## src/rtl/dl_shift_pkg.sv

```systemverilog
// Shared types for the iterative shifter: operation codes and FSM states.
package dl_shift_pkg;

    typedef enum logic [1:0] {
        SHIFT_SLL = 2'b00,
        SHIFT_SRL = 2'b01,
        SHIFT_SRA = 2'b10,
        SHIFT_ROL = 2'b11
    } shift_op_t;

    typedef enum logic [1:0] {
        ST_IDLE  = 2'b00,
        ST_SHIFT = 2'b01,
        ST_DONE  = 2'b10
    } shift_state_t;

endpackage

```

## src/rtl/dl_shift_step.sv

```systemverilog
// One combinational shift step of 0..STEP positions.
// Rotate support is built only when DL_SHIFT_ITER_ROTATE_EN is defined.
module dl_shift_step
    import dl_shift_pkg::*;
#(
    parameter int unsigned NUM_BITS = 8,
    parameter int unsigned STEP     = 2,
    parameter int unsigned AMT_W    = $clog2(STEP + 1)
) (
    input  logic [NUM_BITS-1:0] data,
    input  logic [AMT_W-1:0]    amt,
    input  shift_op_t           op,
    output logic [NUM_BITS-1:0] shifted
);

`ifdef DL_SHIFT_ITER_ROTATE_EN
    logic [2*NUM_BITS-1:0] dbl;
`endif

    always_comb begin
        shifted = data;
`ifdef DL_SHIFT_ITER_ROTATE_EN
        dbl = {data, data} << amt;
`endif
        case (op)
            SHIFT_SRL: shifted = data >> amt;
            // The MSB stays the original sign bit across steps, so each step refills with it
            SHIFT_SRA: shifted = NUM_BITS'($signed(data) >>> amt);
`ifdef DL_SHIFT_ITER_ROTATE_EN
            SHIFT_ROL: shifted = dbl[2*NUM_BITS-1:NUM_BITS];
`endif
            default:   shifted = data << amt;
        endcase
    end

endmodule

```

## src/rtl/dl_shift_iter.sv

```systemverilog
// Multi-cycle shifter moving at most STEP bits per cycle under a valid/ready handshake.
// Optional ROL operation enabled by defining DL_SHIFT_ITER_ROTATE_EN.
module dl_shift_iter
    import dl_shift_pkg::*;
#(
    parameter  int unsigned NUM_BITS = 8,
    parameter  int unsigned STEP     = 2,
    localparam int unsigned SHIFT_W  = $clog2(NUM_BITS)
) (
    input  logic                clk,
    input  logic                rst_n,
    input  logic                in_valid,
    output logic                in_ready,
    input  logic [NUM_BITS-1:0] in_a,
    input  logic [SHIFT_W-1:0]  in_shift,
    input  logic [1:0]          in_op,
    output logic                out_valid,
    input  logic                out_ready,
    output logic [NUM_BITS-1:0] out_data,
    output logic                busy
);

    localparam int unsigned AMT_W = $clog2(STEP + 1);

    shift_state_t          state;
    logic [NUM_BITS-1:0]   data_q;
    shift_op_t             op_q;
    logic [SHIFT_W-1:0]    rem_q;
    logic [AMT_W-1:0]      step_amt;
    logic [SHIFT_W-1:0]    rem_next;
    logic [NUM_BITS-1:0]   step_data;

    // k = min(remaining, STEP)
    always_comb begin
        if (32'(rem_q) > STEP) begin
            step_amt = AMT_W'(STEP);
        end else begin
            step_amt = AMT_W'(rem_q);
        end
        rem_next = rem_q - SHIFT_W'(step_amt);
    end

    dl_shift_step #(
        .NUM_BITS (NUM_BITS),
        .STEP     (STEP),
        .AMT_W    (AMT_W)
    ) u_step (
        .data    (data_q),
        .amt     (step_amt),
        .op      (op_q),
        .shifted (step_data)
    );

    assign out_data = data_q;

    always_ff @(posedge clk) begin
        if (!rst_n) begin
            state     <= ST_IDLE;
            data_q    <= '0;
            op_q      <= SHIFT_SLL;
            rem_q     <= '0;
            in_ready  <= 1'b1;
            out_valid <= 1'b0;
            busy      <= 1'b0;
        end else begin
            case (state)
                ST_IDLE: begin
                    if (in_valid) begin
                        data_q   <= in_a;
                        op_q     <= shift_op_t'(in_op);
                        rem_q    <= in_shift;
                        in_ready <= 1'b0;
                        busy     <= 1'b1;
                        if (in_shift != '0) begin
                            state <= ST_SHIFT;
                        end else begin
                            state     <= ST_DONE;
                            out_valid <= 1'b1;
                        end
                    end
                end
                ST_SHIFT: begin
                    data_q <= step_data;
                    rem_q  <= rem_next;
                    if (rem_next == '0) begin
                        state     <= ST_DONE;
                        out_valid <= 1'b1;
                    end
                end
                ST_DONE: begin
                    if (out_ready) begin
                        state     <= ST_IDLE;
                        out_valid <= 1'b0;
                        busy      <= 1'b0;
                        in_ready  <= 1'b1;
                    end
                end
                default: begin
                    state     <= ST_IDLE;
                    out_valid <= 1'b0;
                    busy      <= 1'b0;
                    in_ready  <= 1'b1;
                end
            endcase
        end
    end

endmodule

```

## config.mk

```make
export PLATFORM = sky130hd
export DESIGN_NAME = dl_shift_iter
export DESIGN_NICKNAME = d
export VERILOG_FILES = /design/src/rtl/dl_shift_pkg.sv /design/src/rtl/dl_shift_step.sv /design/src/rtl/dl_shift_iter.sv
export SDC_FILE = /design/constraint.sdc
export NUM_CORES = 1
export LEC_CHECK = 0
export BUFFER_PORTS_ARGS = -buffer_cell sky130_fd_sc_hd__buf_4
export CAP_MARGIN = 20
export CORE_ASPECT_RATIO = 1.1
export CORE_MARGIN = 5
export CORE_UTILIZATION = 49
export CTS_CLUSTER_SIZE = 20
export DETAILED_ROUTE_END_ITERATION = 16
export PLACE_DENSITY = 0.73
export SLEW_MARGIN = 0
export SYNTH_ARGS = -nofsm -noshare
export SYNTH_HDL_FRONTEND = slang
export SYNTH_HIERARCHICAL = 1
export SYNTH_SLANG_ARGS = --single-unit
```

## constraint.sdc

```tcl
create_clock -name clk -period 2.2 [get_ports clk]
set_input_delay 0.22 -clock clk [delete_from_list [all_inputs] [get_ports clk]]
set_output_delay 0.22 -clock clk [all_outputs]
set_load 0.05 [all_outputs]
```

==> key figures, run 1 <==
CTS
  – Clock Sinks: 18
  – CTS tree: built
  – Number of buffers inserted by hold repair at cts: 0
  – CTS root buf: clkbuf_4
  – Clk buf depth: 2
  – H-Tree Depth: 1
  – Clk_lat worst skew: 300 ps
  – Inserted Clock Buffers: 3
  – Clock-pin slew on the worst setup and hold paths: 110 ps

Status
  – Status: complete, no violations

Worst setup path
  – Crit-path max cell delay: 470 ps
  – Crit-path max FO: 5
  – CP most frequent cell: buf_4
  – Worst Setup End Kind: register
  – Capture point of the worst path: out_data[3]
  – Worst path slowest cell: mux4_2
  – Crit-path cells: or2_2 -> nor2_1 -> buf_4 -> buf_4 -> mux4_2 -> a22o_1 -> mux2i_1 -> nand2_1 -> o211a_1
  – Worst path bufs/invs: 2
  – Critical Path Start: rem_q[1]
  – Reg2reg path depth: 9
  – Number of cells on the critical path: 9
  – Kind of critical path: reg2reg
  – Delay-heaviest family, CP: multiplexers
  – Launching point of the worst reg2reg path: rem_q[1]
  – Reg2Reg Setup Slack: 140 ps
  – CP required: 2400 ps
  – CP Data Arrival Time: 2260 ps
  – Startpoint class of the critical path: register
  – Reg2Reg Capture Point: out_data[3]

Timing
  – Fin. max-slew vios: 0
  – Fraction of the cycle the final worst path needs: 93.55%
  – Final Hold Viols: 0
  – # setup viols final: 0
  – Tmin final: 2058 ps
  – Worst slew margin: 59.19%
  – Hold WS: 177.8 ps
  – Worst-Margin Slew: 612.1 ps
  – Fin Clk Skew: 1.404 ps
  – Fmax: 485.9 MHz
  – Final worst setup slack: 141.9 ps

Yosys
  – Ys async rst share: 0%
  – Register area share after synthesis: 24.87%
  – Mapped Area: 1449 µm²
  – Post-synth EDFFs: 0
  – Post-Syn Nets: 177
  – Syn. warnings: 6
  – Avg Cell Area, Syn: 9.288 µm²
  – Flops & latches, synth: 18
  – Yosys cell types: 45
  – Ys flop type: dfxtp_1
  – Mapped Cells: 156

Placement
  – Pre-CTS WS: 145.8 ps
  – IO buf count: 27
  – GPL Wtd Cong: 0.7769
  – DP HPWL: 2453 µm
  – Post-DP Area: 1677 µm²

Route
  – Vias per cell: 5.945
  – Antenna viol nets, final: 0
  – Vias: 1290
  – Drt first pass iters: 5
  – Final wirelength: 3336 µm
  – Detailed-route wire length per cell: 15.37 µm
  – Iteration-0 DRC Markers: 50
  – Remaining routing DRC violations: 0

Floorplan
  – Die area: 4145 µm²
  – Initial Util: 51.70%
  – Core Area: 2803 µm²
  – Die H: 67.03 µm
  – Io pins: 28
  – Std cell rows: 20
  – Die Wd: 61.85 µm

GRT
  – Grt total ovfl: 0
  – Global-route wire length before repair: 5333 µm
  – Initial antenna violation count: 0
  – Vias in the first global route: 1253
  – Largest net degree at the start of global routing: 22
  – All-Layer GR Usage: 17.26%

Final layout
  – Nets: 206
  – Post-route cell area: 1754 µm²
  – Inserted Diodes: 0
  – Layout cells sized above 1: 30.43%
  – Area added between synthesis and finish: 21.07%
  – Utilization after layout: 62.59%

Pwr
  – Total power: 1.616 mW
  – Peak supply drop: 0.0005538 V
  – Pwr dens: 921.4 nW/µm²
  – Leakage: 0.8176 nW

Job
  – Number of max-cap violations: 0

Min path
  – HP Class: in2reg
flip-flops by register name, indices dropped and copies added, names as in the netlist:
| signal | flops |
|---|---|
| out_data | 8 |
| busy | 1 |
| in_ready | 1 |
| state | 2 |
| op_q | 2 |
| out_valid | 1 |
| rem_q | 3 |
metal layers:
layer | global-route usage, % | share of wire, % | vias up
li1 | - | - | 632
met5 | 0 | 0 | -
met3 | 3.488 | 4.8 | 10
met2 | 29.58 | 51 | 39
met4 | 9.284 | 2.5 | 0
met1 | 19.34 | 41 | 609
logic make-up after synthesis:
group | Yosys count | share of synthesized area (%)
compound gates | 42 | 23.14
mux | 24 | 23.66
buf+inv | 16 | 6.649
flops | 18 | 24.87
fa+ha+maj | 4 | 3.454
other cells | 1 | 0.2588
xor+xnor | 1 | 0.6046
simple gates | 50 | 17.36
power by group:
part           total, mW  internal [mW]  switching (mW)
combinational      0.914          0.432           0.482
clock              0.209          0.101           0.108
sequential         0.494          0.393           0.101
total               1.62          0.926           0.691
Yosys cell counts, types with 2 or more instances:
| cell | count | area share [%] |
|---|---|---|
| nand2_1 | 21 | 5.4 |
| dfxtp_1 | 18 | 25 |
| mux2i_1 | 14 | 9.7 |
| nor2_1 | 9 | 2.3 |
| o211a_1 | 9 | 6.2 |
| o21ai_0 | 6 | 2.1 |
| a21oi_1 | 5 | 1.7 |
| nand2b_1 | 5 | 2.2 |
| a22o_1 | 4 | 2.4 |
| clkbuf_1 | 4 | 1.0 |
| ha_1 | 4 | 3.5 |
| inv_1 | 4 | 1.0 |
| mux4_2 | 4 | 6.2 |
| buf_4 | 3 | 1.6 |
| buf_6 | 3 | 2.3 |
| mux2_2 | 3 | 2.3 |
| mux4_1 | 3 | 5.4 |
| nor2b_1 | 3 | 1.3 |
| o21a_1 | 3 | 1.6 |
| a21boi_0 | 2 | 1.0 |
| a22oi_1 | 2 | 1.0 |
| buf_2 | 2 | 0.69 |
| nor3_1 | 2 | 0.69 |
| o221a_2 | 2 | 1.6 |
how the worst min path moves through the flow:
stage / startpoint / end / slack, ps / depth (start not counted)
finish: in_op[1] / op_q[1] / 180 / 3
global route: in_op[0] / op_q[0] / 190 / 3
floorplan: in_op[0] / op_q[0] / 360 / 2
detailed placement: out_valid / out_valid / 460 / 2
global placement: out_valid / out_valid / 450 / 2
CTS: in_op[1] / op_q[1] / 180 / 3
final cells by class:
class / instances / area [µm²]
multi-input cells: 122 / 1017
repair buffers: 36 / 282.8
well taps: 33 / 41.29
inverters: 4 / 15.01
clock buffers: 4 / 36.28
flip-flops and latches: 18 / 361.6
fillers: 251 / 1049
stage by stage:
stage / cells / TNS, ps
after floorplan: 156 / 0
after global placement: 211 / 0
after detailed placement: 211 / 0
after CTS: 215 / 0
after global routing: 217 / -29.41
final: 217 / 0
what timing repair did:
| action | 4_1_cts | 5_1_grt |
|---|---|---|
| setup buffers | 0 | 2 |
| gates resized for setup | 0 | 7 |
| endpoints found under the setup margin | 0 | 3 |
worst reg2reg max path, delay by kind of cell (launching register included):
family / cells / cell delay [ps]
simple gates: 3 / 440
flops: 1 / 350
compound gates: 2 / 310
mux: 2 / 590
buf+inv: 2 / 270
layout by cell type (no fill, tap or decap), types with 4 or more instances in the layout:
master,count
a21oi_1,5
a22o_1,4
buf_4,35
inv_1,4
nor2_1,9
o211a_1,9
o21ai_0,4
ha_1,4
nand2_1,21
nand2b_1,5
dfxtp_1,17
mux4_2,4
mux2i_1,12
Power figures use the tool's default switching activity.
==> run 2, diff against run 1 <==
Settings changed: REMOVE_ABC_BUFFERS set to 1.
==> key figures, run 2 (synthesis results as in run 1) <==
Timing
  – Unrepaired setup endpoints after global routing: false
  – # setup viols final: 0 (unchanged)
  – Fmax: 490.0 MHz (+0.85%)
  – Tmin final: 2041 ps (-17.28 ps)
  – Setup TNS: 0 ps (unchanged)
  – Final Hold Viols: 0 (unchanged)
  – Fin. max-slew vios: 0 (unchanged)
  – Fraction of the cycle the final worst path needs: 92.76% (-0.79 points)
  – Hold WS: 170.2 ps (-7.588 ps)
  – Fin Clk Skew: 4.430 ps (+3.025 ps)
  – Final worst setup slack: 159.2 ps (+17.28 ps)

Route
  – Vias per cell: 5.912 (-0.54%)
  – Remaining routing DRC violations: 0 (unchanged)
  – Drt first pass iters: 4 (-1)
  – Antenna viol nets, final: 0 (unchanged)
  – Detailed-route wire length per cell: 15.62 µm (+1.6%)
  – Iteration-0 DRC Markers: 55 (+10%)
  – Vias: 1283 (-0.54%)
  – Final wirelength: 3390 µm (+1.6%)

Final layout
  – Final Non-Filler Cells: 217 (unchanged)
  – Most frequent cells in the layout: buf_4 (35), nand2_1 (21), dfxtp_1 (17)
  – # fillers: 259 (+3.2%)
  – Utilization after layout: 62.37% (-0.22 points)
  – Nets: 207 (+0.49%)
  – Inserted Diodes: 0 (unchanged)
  – Area added between synthesis and finish: 20.64%
  – Layout cells sized above 1: 29.89% (-0.54 points)
  – Most common cell after layout, fill and taps aside: buf_4
  – Post-route cell area: 1748 µm² (-0.36%)
  – Max FFs per register: 8 (unchanged)

Job
  – Number of max-cap violations: 0 (unchanged)

Floorplan
  – Std cell rows: 20 (unchanged)
  – Die Wd: 61.85 µm (unchanged)
  – Initial Util: 51.70% (unchanged)
  – Core Area: 2803 µm² (unchanged)
  – Die H: 67.03 µm (unchanged)
  – Io pins: 28 (unchanged)
  – Die area: 4145 µm² (unchanged)

Worst setup path
  – Crit-path max FO: 10 (+5)
  – Crit-path max cell delay: 490 ps (+20 ps)
  – Worst path slowest cell: mux4_2
  – CP Data Arrival Time: 2250 ps (about the same)
  – Worst Setup End Kind: register
  – Startpoint class of the critical path: register
  – Kind of critical path: reg2reg
  – Crit-path cells: or2_2 -> nor2_4 -> buf_12 -> mux4_2 -> a22o_1 -> mux2i_1 -> nand2_1 -> o211a_1
  – Reg2Reg Setup Slack: 160 ps (+20 ps)
  – CP required: 2410 ps (about the same)

CTS
  – Clock-pin slew on the worst setup and hold paths: 110 ps (about the same)
  – CTS tree: built
  – Inserted Clock Buffers: 3 (unchanged)
  – Clock Sinks: 18 (unchanged)
  – H-Tree Depth: 1 (unchanged)
  – Clk_lat worst skew: 300 ps (about the same)
  – CTS root buf: clkbuf_4
  – Clk buf depth: 2 (unchanged)

Placement
  – Cells after DPL: 212 (+0.47%)
  – IO buf count: 27 (unchanged)
  – GPL Wtd Cong: 0.7666 (-1.3%)
  – Post-DP Area: 1684 µm² (+0.45%)
  – DP HPWL: 2324 µm (-5.3%)
  – Pre-CTS WS: 75.86 ps (-69.96 ps)

GRT
  – Global-route wire length before repair: 5306 µm (-0.51%)
  – Vias in the first global route: 1182 (-5.7%)
  – Initial antenna violation count: 0 (unchanged)
  – Largest net degree at the start of global routing: 22 (unchanged)
  – All-Layer GR Usage: 17.13% (-0.13 points)
  – Grt total ovfl: 0 (unchanged)

Pwr
  – Leakage: 0.8183 nW (about the same)
  – Pwr dens: 905.6 nW/µm² (-1.7%)
  – Total power: 1.583 mW (-2.1%)
  – Peak supply drop: 0.0005218 V (-5.8%)

Min path
  – HP Class: in2reg

Status
  – Status: complete, no violations
==> run 2: routing by layer <==
layer | track usage [%] | routed length, µm | vias up
met4 | 5.570 | 55 | 0
met1 | 20.85 | 1442 | 607
met2 | 29.45 | 1722 | 37
li1 | - | - | 632
met3 | 3.295 | 169 | 7
met5 | 0 | 0 | -
==> run 2: cell type report <==
type,count,area [µm²],area share (%)
Timing Repair Buffer,37,307.8,17.61
Tap cell,33,41.29,2.362
Inverter,4,15.01,0.8590
Clock buffer,3,22.52,1.288
Multi-Input combinational cell,122,999.7,57.19
Sequential cell,18,361.6,20.69
==> run 2: power breakdown <==
group	total [mW]	switching [mW]	internal [mW]	leakage, nW
sequential	0.476	0.0827	0.393	0.150
clock	0.173	0.109	0.0638	0.0138
combinational	0.934	0.500	0.434	0.655
total	1.58	0.692	0.891	0.818
==> run 2: repair_timing <==
item | 4_1_cts | 5_1_grt
endpoints found under the setup margin | 0 | 3
hold buffers | 0 | 0
gates resized for setup | 0 | 3
buffers inserted | 0 | 1
==> run 2: path summary, 6_finish.rpt <==
kind / start / end / depth (start not counted)
min: in_op[1] / op_q[1] / 3
max reg2reg: rem_q[2] / out_data[3] / 8
min reg2reg: out_valid / out_valid / 2
max: rem_q[2] / out_data[3] / 8
==> run 2: critical path: cells and delay by family, from the launching register on <==
family,cells,cell delay (ps)
simple gates,3,530
buf+inv,1,150
flops,1,330
mux,2,620
compound gates,2,310
==> run 3, diff against run 2 <==
Settings changed: CORE_MARGIN 5 to 2.
==> key figures, run 3 (synthesis results as in run 1) <==
Status
  – Status: complete, no violations

Worst setup path
  – Worst Setup End Kind: register
  – Crit-path cells: or2_2 -> nor2_1 -> buf_6 -> mux4_2 -> a22o_1 -> mux2i_1 -> nand2_1 -> o211a_1
  – Crit-path max FO: 11 (+1)
  – Kind of critical path: reg2reg
  – Worst path bufs/invs: 1 (unchanged)
  – Worst path slowest cell: mux4_2
  – CP Data Arrival Time: 2250 ps (about the same)
  – Startpoint class of the critical path: register
  – CP required: 2400 ps (about the same)
  – Crit-path max cell delay: 510 ps (+20 ps)
  – Delay-heaviest family, CP: multiplexers

Timing
  – Setup TNS: 0 ps (unchanged)
  – Fraction of the cycle the final worst path needs: 93.23% (+0.46 points)
  – Hold WS: 173.2 ps (+3.017 ps)
  – Fin Clk Skew: 4.424 ps (-0.006270 ps)
  – Fin. max-slew vios: 0 (unchanged)
  – Final Hold Viols: 0 (unchanged)
  – Fmax: 487.6 MHz (-0.50%)
  – Tmin final: 2051 ps (+10.18 ps)
  – # setup viols final: 0 (unchanged)

CTS
  – Clock-pin slew on the worst setup and hold paths: 110 ps (about the same)
  – Inserted Clock Buffers: 3 (unchanged)
  – H-Tree Depth: 1 (unchanged)
  – CTS root buf: clkbuf_4
  – Clk_lat worst skew: 300 ps (about the same)
  – CTS tree: built
  – Clock Sinks: 18 (unchanged)
  – Clk buf depth: 2 (unchanged)
  – Number of buffers inserted by hold repair at cts: 0 (unchanged)

Route
  – Vias per cell: 5.825 (-1.5%)
  – Drt first pass iters: 4 (unchanged)
  – Vias: 1264 (-1.5%)
  – Iteration-0 DRC Markers: 45 (-18%)
  – Detailed-route wire length per cell: 14.30 µm (-8.5%)
  – Final wirelength: 3103 µm (-8.5%)
  – Remaining routing DRC violations: 0 (unchanged)
  – Antenna viol nets, final: 0 (unchanged)

Final layout
  – Final Non-Filler Cells: 217 (unchanged)
  – Layout cells sized above 1: 29.35% (-0.54 points)
  – Area added between synthesis and finish: 19.78%
  – Inserted Diodes: 0 (unchanged)
  – Most common cell after layout, fill and taps aside: buf_4
  – Nets: 206 (-0.48%)
  – Most frequent cells in the layout: buf_4 (34), nand2_1 (21), dfxtp_1 (18)
  – # fillers: 243 (-6.2%)
  – Max FFs per register: 8 (unchanged)

GRT
  – Vias in the first global route: 1146 (-3.0%)
  – Global-route wire length before repair: 5106 µm (-3.8%)
  – GR Util met1: 23.32% (+2.5 points)
  – Layer with the highest usage: met2
  – Largest net degree at the start of global routing: 22 (unchanged)
  – Met2 usage: 36.39% (+6.9 points)
  – Initial antenna violation count: 0 (unchanged)
  – Grt total ovfl: 0 (unchanged)
  – All-Layer GR Usage: 19.25% (+2.1 points)
  – Met3 track demand over resource: 1.891% (-1.4 points)

Floorplan
  – Core Area: 2803 µm² (unchanged)
  – Die Wd: 55.85 µm (-9.7%)
  – Initial Util: 51.70% (unchanged)
  – Std cell rows: 20 (unchanged)
  – Die area: 3408 µm² (-18%)
  – Io pins: 28 (unchanged)
  – Die H: 61.03 µm (-9.0%)

Pwr
  – Peak supply drop: 0.0005648 V (+8.2%)
  – Pwr dens: 919.0 nW/µm² (+1.5%)
  – Net Sw Frac: 42.55% (-1.2 points)
  – Sw power: 0.6786 mW (-1.9%)
  – Int Pwr: 0.9162 mW (+2.8%)
  – Leakage: 0.8139 nW (-0.54%)
  – Clock power share: 13.2% (+2.3 points)
  – Sequential cell fraction of total power: 30.4% (+0.4 points)
  – Combinational share of power: 56.4% (-2.6 points)

Min path
  – HP Class: in2reg

Placement
  – Cells after DPL: 212 (unchanged)
  – DP HPWL: 2239 µm (-3.6%)
  – IO buf count: 27 (unchanged)
  – GPL Wtd Cong: 0.7805 (+1.8%)

Job
  – Number of max-cap violations: 0 (unchanged)
[run 3: cell type report]
type                    count  area [µm²]  area share, %
inverters                   4       15.01         0.8652
multi-input cells         122        1005          57.89
well taps                  33       41.29          2.379
flip-flops and latches     18       360.3          20.76
repair buffers             36       277.8          16.01
clock buffers               4       36.28          2.091
[run 3: final timing paths]
path	startpoint	endpoint	slack, ps	cells after the start
max	rem_q[1]	out_data[2]	150	8
min	in_op[0]	op_q[0]	170	3
max reg2reg	rem_q[1]	out_data[2]	150	8
min reg2reg	out_valid	out_valid	490	2
[run 3: through the flow]
stage / util (%) / worst slack [ps] / power, mW / instance area, µm²
2_1_floorplan: - / -713.1 / 1.120 / 1368
3_3_place_gp: 59.64 / 185.9 / 1.348 / 1672
3_5_place_dp: 59.64 / 121.3 / 1.371 / 1672
4_1_cts: 60.94 / 105.2 / 1.579 / 1708
5_1_grt: 61.92 / -0.9184 / 1.704 / 1735
6_report: 61.92 / 149.0 / 1.595 / 1735
[run 3: metal layers]
| metal | share of wire, % | up-vias | wire (µm) |
|---|---|---|---|
| li1 | - | 633 | - |
| met1 | 45 | 603 | 1395 |
| met2 | 51 | 24 | 1570 |
| met3 | 3.1 | 4 | 97 |
| met4 | 1.3 | 0 | 40 |
| met5 | 0 | - | 0 |
[run 3: power by group through the flow]
stage | Combinational (mW) | Clock (mW) | Sequential (mW)
floorplan | 0.496 | 0 | 0.624
global placement | 0.866 | 0 | 0.483
detailed placement | 0.883 | 0 | 0.489
CTS | 0.884 | 0.215 | 0.481
global route | 0.976 | 0.231 | 0.498
finish | 0.900 | 0.211 | 0.484
[run 3: what timing repair did]
action | in CTS | in global routing
buffers inserted | 0 | 1
endpoints found under the hold margin | 0 | 0
resized for setup | 0 | 4
endpoints found under the setup margin | 0 | 3
[run 3: worst min-delay path, cell delays in order]
cell and delay [ps]:
buf_4 110, nand2_1 40, a21boi_0 60
